**src/rtl/dense_layer_pkg.sv**
```systemverilog
// Shared types, widths and the round/saturate helper for the dense layer engine.
package dense_layer_pkg;

  localparam int DATA_W       = 16;
  localparam int ACC_W        = 40;
  localparam int DL_IN_N      = 15;
  localparam int DL_OUT_N     = 15;
  localparam int DL_FRAC_BITS = 8;

  typedef enum logic [1:0] {IDLE, MAC, FINAL, OUT} state_e;

  typedef struct packed {
    logic signed [DATA_W-1:0] data;
    logic                     sat;
  } sat_res_t;

  // Width helper that never returns 0, so single-neuron layers still get a 1-bit bus.
  function automatic int width_of(input int n);
    return (n <= 1) ? 1 : $clog2(n);
  endfunction

  localparam logic signed [ACC_W-1:0] SAT_MAX = {{(ACC_W-DATA_W+1){1'b0}}, {(DATA_W-1){1'b1}}};
  localparam logic signed [ACC_W-1:0] SAT_MIN = {{(ACC_W-DATA_W+1){1'b1}}, {(DATA_W-1){1'b0}}};

  // Round half up, drop frac_bits, clamp to the signed DATA_W range.
  function automatic sat_res_t sat_round(input logic signed [ACC_W-1:0] acc, input int frac_bits);
    logic signed [ACC_W-1:0] r;
    sat_res_t res;
    r = acc;
    if (frac_bits > 0) r = acc + $signed(ACC_W'(1) << (frac_bits - 1));
    r = r >>> frac_bits;
    if (r > SAT_MAX) begin
      res.data = SAT_MAX[DATA_W-1:0];
      res.sat  = 1'b1;
    end else if (r < SAT_MIN) begin
      res.data = SAT_MIN[DATA_W-1:0];
      res.sat  = 1'b1;
    end else begin
      res.data = r[DATA_W-1:0];
      res.sat  = 1'b0;
    end
    return res;
  endfunction

endpackage

```
**src/rtl/dense_layer_mac.sv**
```systemverilog
// Registered signed multiply-accumulate; product is sign-extended into the accumulator.
module dense_layer_mac
  import dense_layer_pkg::*;
(
  input  logic                    clk,
  input  logic                    rst_n,
  input  logic                    clr,
  input  logic                    en,
  input  logic [DATA_W-1:0]       a,
  input  logic [DATA_W-1:0]       b,
  output logic signed [ACC_W-1:0] acc
);

  logic signed [2*DATA_W-1:0] prod;

  assign prod = $signed(a) * $signed(b);

  always_ff @(posedge clk or negedge rst_n) begin
    if (!rst_n) begin
      acc <= '0;
    end else if (clr) begin
      acc <= '0;
    end else if (en) begin
      acc <= acc + $signed({{(ACC_W-2*DATA_W){prod[2*DATA_W-1]}}, prod});
    end
  end

endmodule

```
**src/rtl/dense_layer_engine.sv**
```systemverilog
// Time-multiplexed dense layer: one MAC per cycle, one output neuron per beat.
// Build option DENSE_LAYER_RELU_EN clamps negative results to zero after saturation.
// Handshakes: a transfer happens on the rising edge where valid and ready are both high;
// out_valid with its data/idx/last is held unchanged until that edge.
module dense_layer_engine
  import dense_layer_pkg::*;
#(
  parameter int IN_N      = DL_IN_N,
  parameter int OUT_N     = DL_OUT_N,
  parameter int FRAC_BITS = DL_FRAC_BITS
) (
  input  logic                               clk,
  input  logic                               rst_n,
  input  logic                               start_valid,
  output logic                               start_ready,
  input  logic [IN_N*DATA_W-1:0]             in_vec,
  input  logic [OUT_N*DATA_W-1:0]            bias_vec,
  output logic                               w_rd_en,
  output logic [width_of(IN_N*OUT_N)-1:0]    w_addr,
  input  logic [DATA_W-1:0]                  w_rdata,
  output logic                               out_valid,
  input  logic                               out_ready,
  output logic [DATA_W-1:0]                  out_data,
  output logic [width_of(OUT_N)-1:0]         out_idx,
  output logic                               out_last,
  output logic                               busy,
  output logic                               sat_flag,
  output state_e                             dbg_state
);

  localparam int AW = width_of(IN_N*OUT_N);
  localparam int IW = width_of(OUT_N);
  localparam int JW = $clog2(IN_N + 1);

  state_e                  state, state_n;
  logic [IW-1:0]           o_cnt;
  logic [JW-1:0]           j_cnt, jq;
  logic                    rd_q;
  logic [DATA_W-1:0]       in_lat   [IN_N];
  logic [DATA_W-1:0]       bias_lat [OUT_N];
  logic                    mac_clr;
  logic                    last_o;
  logic signed [ACC_W-1:0] acc, bias_ext;
  logic [DATA_W-1:0]       bias_sel;
  sat_res_t                fin;
  logic [DATA_W-1:0]       fin_data;

  assign last_o    = (o_cnt == IW'(OUT_N - 1));
  assign out_idx   = o_cnt;
  assign busy      = (state != IDLE);
  assign dbg_state = state;

  always_comb begin
    state_n     = state;
    start_ready = 1'b0;
    w_rd_en     = 1'b0;
    w_addr      = '0;
    out_valid   = 1'b0;
    out_last    = 1'b0;
    mac_clr     = 1'b0;
    case (state)
      IDLE: begin
        start_ready = 1'b1;
        if (start_valid) state_n = MAC;
      end
      MAC: begin
        // j == IN_N is the drain cycle that absorbs the last read's data.
        if (j_cnt < JW'(IN_N)) begin
          w_rd_en = 1'b1;
          w_addr  = AW'(int'(o_cnt) * IN_N + int'(j_cnt));
        end else begin
          state_n = FINAL;
        end
      end
      FINAL: state_n = OUT;
      OUT: begin
        out_valid = 1'b1;
        out_last  = last_o;
        if (out_ready) begin
          mac_clr = 1'b1;
          state_n = last_o ? IDLE : MAC;
        end
      end
      default: state_n = IDLE;
    endcase
  end

  assign bias_sel = bias_lat[o_cnt];
  assign bias_ext = $signed({{(ACC_W-DATA_W){bias_sel[DATA_W-1]}}, bias_sel}) <<< FRAC_BITS;
  assign fin      = sat_round(acc + bias_ext, FRAC_BITS);

`ifdef DENSE_LAYER_RELU_EN
  assign fin_data = fin.data[DATA_W-1] ? '0 : fin.data;
`else
  assign fin_data = fin.data;
`endif

  always_ff @(posedge clk or negedge rst_n) begin
    if (!rst_n) begin
      state    <= IDLE;
      o_cnt    <= '0;
      j_cnt    <= '0;
      jq       <= '0;
      rd_q     <= 1'b0;
      out_data <= '0;
      sat_flag <= 1'b0;
      for (int k = 0; k < IN_N; k++) in_lat[k] <= '0;
      for (int k = 0; k < OUT_N; k++) bias_lat[k] <= '0;
    end else begin
      state <= state_n;
      rd_q  <= w_rd_en;
      if (w_rd_en) jq <= j_cnt;
      case (state)
        IDLE: begin
          if (start_valid) begin
            for (int k = 0; k < IN_N; k++) in_lat[k] <= in_vec[k*DATA_W +: DATA_W];
            for (int k = 0; k < OUT_N; k++) bias_lat[k] <= bias_vec[k*DATA_W +: DATA_W];
            sat_flag <= 1'b0;
            o_cnt    <= '0;
            j_cnt    <= '0;
          end
        end
        MAC: begin
          if (j_cnt < JW'(IN_N)) j_cnt <= j_cnt + 1'b1;
        end
        FINAL: begin
          out_data <= fin_data;
          if (fin.sat) sat_flag <= 1'b1;
        end
        OUT: begin
          if (out_ready) begin
            j_cnt <= '0;
            if (!last_o) o_cnt <= o_cnt + 1'b1;
          end
        end
        default: ;
      endcase
    end
  end

  dense_layer_mac u_mac (
    .clk   (clk),
    .rst_n (rst_n),
    .clr   (mac_clr),
    .en    (rd_q),
    .a     (w_rdata),
    .b     (in_lat[jq]),
    .acc   (acc)
  );

endmodule

```
**config.mk**
```make
export PLATFORM = sky130hd
export DESIGN_NAME = dense_layer_engine
export DESIGN_NICKNAME = d
export VERILOG_FILES = /design/src/rtl/dense_layer_pkg.sv /design/src/rtl/dense_layer_mac.sv /design/src/rtl/dense_layer_engine.sv
export SDC_FILE = /design/constraint.sdc
export NUM_CORES = 2
export LEC_CHECK = 0
export ABC_CLOCK_PERIOD_IN_PS = 9400
export BUFFER_PORTS_ARGS = -buffer_cell sky130_fd_sc_hd__buf_4
export CORE_MARGIN = 4
export CORE_UTILIZATION = 45
export CTS_BUF_LIST = sky130_fd_sc_hd__clkbuf_16
export CTS_CLUSTER_DIAMETER = 60
export DETAILED_ROUTE_END_ITERATION = 7
export PLACE_DENSITY = 0.67
export SYNTH_ARGS = -nofsm -noshare
export SYNTH_HDL_FRONTEND = slang
export SYNTH_SLANG_ARGS = --single-unit
```
**constraint.sdc**
```tcl
create_clock -name clk -period 9.4 [get_ports clk]
set_input_delay 1.88 -clock clk [delete_from_list [all_inputs] [get_ports clk]]
set_output_delay 1.88 -clock clk [all_outputs]
set_load 0.005 [all_outputs]
```
# After elaboration in Yosys (flattened, before gate mapping)
# Index checks and enable logic that the tools add are counted.
# word_totals
regBits,552
in_bits,500
output_inout_bits,36
# classes
add_sub_neg,6
multipliers,2
n_lt_le_gt_ge,5
eq_ne,10
mux,34
n_bitwise,2
reduce_logical,11
# op_table
cell,count
$bmux W16 S4,2
$mux W40,2
$mux W16,4
$add A40 B24 Y40,1
$add A40 B32 Y40,1
$add A40 B9 Y40 const B,1
$mux W17,2
$gt A32 B16 Y1 const B,1
$lt A32 B16 Y1 const B,1
$mul A16 B16 Y32,1
$mux W4,5
$mux W8,2
$ne A2 B2 Y1 const B,6
$pmux W4 S3,1
$ge A5 B5 Y1 const B,2
$mux W1,10
$not A4 Y5,2
$add A4 B1 Y4 const B,2
$add A8 B4 Y8,1
$mul A4 B4 Y8 const B,1
$pmux W2 S4,1
$pmux W4 S2,1
$reduce_and A4 Y1,2
$reduce_bool A2 Y1,4
10 further kinds,14

# Depth between registers and ports, before layout
# depth
word_depth,11
mapped_depth,31
ltp_nobuf,29

# Modules after synthesis
# A second synthesis with hierarchy kept.
# unflattened
cells_unflattened,3332
area_unflattened_um2,39656.8
# by_module_without_submodules
module,n_inst,cells_each,area_per_inst_um2,seq_area_each_um2
dense_layer_engine,1,1802,25470.7,12812.3
dense_layer_mac,1,1530,14186.1,1001.0

# Worst setup path before layout
# No wires, ideal clock.
# synth_path
path_kind,register to register
startpoint,register jq[0]
endpoint,register u_mac.acc[38]
t_arrival_ns,8.865
required_ns,9.272
path_slack_ns,0.407
stages_incl_launch_ff,29
path_buffers,3
period_less_slack_ns,8.993
path_cell_list,dfrtp_1 buf_1 buf_1 mux4_2 mux4_2 clkbuf_1 and2_1 fa_1 inv_1 fa_1 fa_1 fa_1 inv_1 fa_1 inv_1 fa_1 inv_1 ha_1 and3_4 a221o_1 a221oi_4 a211oi_4 a2111oi_4 nor2_2 a221o_1 or4_1 a31oi_1 xor2_1 o21ai_1
# synth_via
elab_chain_cells,8
# synth_rtl
element,line,rtl
"start, declared",dense_layer_engine.sv:37,"logic [JW-1:0] j_cnt, jq;"
"start signal, assigned",dense_layer_engine.sv:112,if (w_rd_en) jq <= j_cnt;
$not A4 Y5 (implied by the code),dense_layer_engine.sv:147,".b (in_lat[jq]),"
$bmux W16 S4,dense_layer_engine.sv:147,
$mux W16 (implied by the code) (2 in series),dense_layer_engine.sv:147,
$mul A16 B16 Y32,dense_layer_mac.sv:16,assign prod = $signed(a) * $signed(b);
$add A40 B32 Y40,dense_layer_mac.sv:24,"acc <= acc + $signed({{(ACC_W-2*DATA_W){prod[2*DATA_W-1]}}, prod});"
$mux W40,dense_layer_mac.sv:23,end else if (en) begin
$mux W40,dense_layer_mac.sv:21,end else if (clr) begin
"end signal, assigned",dense_layer_mac.sv:24,
"end, declared",dense_layer_mac.sv:11,output logic signed [ACC_W-1:0] acc
# Every way passes these cells. The select of a mux whose other input is x is not followed.
# A chain may end at the register's enable or synchronous reset.

# Final worst setup path
# Ends and elaborated chain as after synthesis.

==> out/results.tsv <==
metric	value	unit
first_global_vias	28510	
syn_area_per_cell	12.16	µm²
critPathLaunchType	flip-flop	
crit_fanout	16	
gp_congestion	0.8639	
synthesis.area	38850	µm²
crit_slowest_cell	mux4_2	
postCtsSetupBuffers	0	
clk_latency	0.61	ns
grt_max_degree	181	
ios	536	
ys.warnings.count	0	
ys.flop_type	dfrtp_1	
numCtsBuffers	70	
drtPass1Iterations	6	
status	completed	
cp.required	9.82	ns
maxClockFrequency	112.0	MHz
die_h	301.8	µm
fin_crit	8.928	ns
cts-resized-gates	0	
clock-sinks	552	
rsz0062_at_grt	no	
synth.distinct_cells	79	
ant_nets	0	
worst_pin_slew	1.155	ns
holdCritStartpoint	out_data[0]$_DFFE_PN0P_	
endpoint_kind	flip-flop	
async_flop_share	1.000	
critPathArrivalTime	9.35	ns
fillers	7375	
hold_class	flip-flop to flip-flop	
cap_violations	0	
crit_start	jq[0]$_DFFE_PN0P_	
crit_family	adder cells	
start_util	0.4549	
routedWlPerCell	22.50	µm
synth_area_leader_cell	dfrtp_1	
setup_viol_count_final	0	
portBuffers	535	
routed_wl	110500	µm
drc	0	
crit_type	flip-flop to flip-flop	
synth_area_leaders	dfrtp_1, fa_1, mux2_2	
cts.htree.levels	3	
drv_slew	0	
drt_iter0_markers	1500	
cts-root-buf	clkbuf_16	
vias_per_cell	5.339	
clkTransAtPathRegs	0.06	ns
cts_tree	done	
grt_pass1_wl	169400	µm
clk_path_buf_depth	3	
cp_common_cell	fa_1	
syn_nets	4204	
rows	107	
drive_gt1_frac	0.3496	
ys_ff_latch	552	
die_area	91110	µm²
cts_hold_buf	0	
hold_viol	0	
tns	0	ns
min_delay_path_depth	1	
synth_edf_count	0	
antenna_found_initial	20	
post-route-period-util	0.9498	
layout.nets	4699	
yosysSeqAreaShare	0.3555	
dp_hpwl	87960	µm
die_w	301.8	µm
path_buf_inv	5	
max_stage_delay	0.71	ns
skew	0.03571	ns
synthToLayoutAreaGrowth	19.53	%
coreArea	85410	µm²
r2r_cells	26	
relSlewSlack	0.2300	
grt_use_total	0.2457	
netlist_instances	3195	
netlist.area_leader.share	0.3555	
routed-via-count	26210	
r2r_start	jq[0]$_DFFE_PN0P_	
grt_overflow_total	0	
path_depth	26	
## per-layer routing
layer,GRT usage,vias to the layer above,wire length [µm]
li1,-,11810,-
met1,0.3159,13500,44500
met2,0.4083,725,54290
met3,0.06732,164,8290
met4,0.07516,2,3349
met5,0,-,20
## path summary, 6_finish.rpt
kind | endpoint | slack, ns
min reg2reg | out_data[0]$_DFFE_PN0P_ | 0.49
min | out_data[0]$_DFFE_PN0P_ | 0.49
max in group asynchronous | bias_lat[94]$_DFFE_PN0P_ | 6.16
min in group asynchronous | in_lat[138]$_DFFE_PN0P_ | 1.31
max reg2reg | u_mac.acc[38]$_DFFE_PN0P_ | 0.47
max | u_mac.acc[38]$_DFFE_PN0P_ | 0.47
## synth_stat cells (all sizes together), types with 3 or more instances
| cell | n |
|---|---|
| a211oi | 13 |
| a21o | 33 |
| a21oi | 70 |
| a221o | 3 |
| a221oi | 3 |
| a22o | 7 |
| a31oi | 6 |
| a41o | 3 |
| and2 | 158 |
| and3 | 8 |
| buf | 21 |
| clkbuf | 117 |
| dfrtp | 552 |
| fa | 338 |
| ha | 171 |
| inv | 433 |
| mux2 | 484 |
| mux2i | 35 |
| mux4 | 126 |
| nand2 | 208 |
| nand2b | 11 |
| nand3 | 13 |
| nand4 | 11 |
| nor2 | 62 |
| nor2b | 12 |
| nor3 | 17 |
| nor4 | 3 |
| o211ai | 6 |
| o21a | 12 |
| o21ai | 106 |
| o21bai | 9 |
| o22ai | 3 |
| o2bb2ai | 13 |
| o31a | 3 |
| o31ai | 6 |
| or2 | 7 |
| or3 | 3 |
| xnor2 | 39 |
| xor2 | 33 |
## placed cells by master (no fill, tap or decap), types with 4 or more instances in the layout
master,netlist,routed
mux2i_1,35,35
nor2b_1,12,12
buf_4,0,556
a22o_1,7,7
a21oi_1,70,68
o31ai_1,6,6
xnor2_1,39,39
inv_1,432,443
nand4_1,11,11
buf_12,0,5
xor2_1,33,33
clkbuf_16,0,72
nand3_1,13,13
nand2b_1,11,11
nor3_1,17,17
o21a_1,12,12
clkinv_1,1,13
a211oi_1,12,12
a21o_1,31,31
o21bai_1,9,9
nand2_1,208,207
or2_2,7,7
o2bb2ai_1,13,13
mux2_2,484,484
nor2_1,61,61
a31oi_1,6,6
inv_6,0,6
fa_1,338,338
bufinv_16,0,6
dfrtp_1,552,548
diode_2,0,17
clkinv_2,0,12
clkinv_8,0,4
mux4_2,126,126
and3_1,6,6
ha_1,171,171
o21ai_0,102,102
and2_1,157,157
o211ai_1,6,6
## cell families after synthesis
kind of cell / synth area share
AOI/OAI and AO/OA: 0.05420
DFF: 0.3555
adders and majority gates: 0.2292
xor gates and xnor gates: 0.01623
buffers and inverters: 0.05584
and+or+nand+nor: 0.06666
muxes: 0.2223
## registers in the layout, indices dropped and copies added, names as in the netlist
name / flops
bias_lat: 240
in_lat: 240
u_mac.acc: 40
out_data: 16
j_cnt: 4
jq: 4
out_idx: 4
dbg_state: 2
rd_q: 1
sat_flag: 1
## stage by stage
step                      utilization  cells  area [µm²]  hold WS [ns]  setup WS, ns
after floorplan                     -   3195       38850        0.4563        0.4073
after global placement         0.5159   4761       44070        0.4753        0.5352
after detailed placement       0.5159   4761       44070        0.4755        0.4881
after CTS                      0.5431   4890       46390        0.4920        0.3931
after global routing           0.5436   4904       46430        0.5032        0.1112
final                          0.5437   4908       46440        0.4902        0.4721
## worst register-to-register path: stages, from the launching register on
cell       delay (ns)
dfrtp_4          0.61
buf_4            0.25
buf_4            0.25
mux4_2           0.53
mux4_2           0.71
nand2_1          0.19
fa_1             0.43
inv_1            0.09
fa_1             0.45
fa_1             0.59
fa_1             0.46
fa_1             0.50
inv_1            0.05
fa_1             0.50
inv_1            0.05
ha_1             0.32
a21o_1           0.19
a21o_1           0.19
a2111oi_0        0.47
o41ai_1          0.22
a2111oi_4        0.39
nor2_2           0.11
a221o_1          0.33
or4_1            0.41
a31oi_1          0.21
xor2_1           0.17
o21ai_1          0.07
## area by class of cell
class | instances | area, µm² | share of cell area
clock inverter | 57 | 515.5 | 0.01110
inverter | 434 | 1629 | 0.03508
sequential | 552 | 13830 | 0.2977
timing repair buffer | 563 | 4304 | 0.09267
antenna | 17 | 42.54 | 0.0009160
clock buffer | 72 | 1802 | 0.03879
tap | 1144 | 1431 | 0.03082
multi-input combinational | 2069 | 22890 | 0.4929
Power is left out: the tool's default activity adds up to more than one toggle a clock period on the data nets, which glitch-free logic cannot reach.
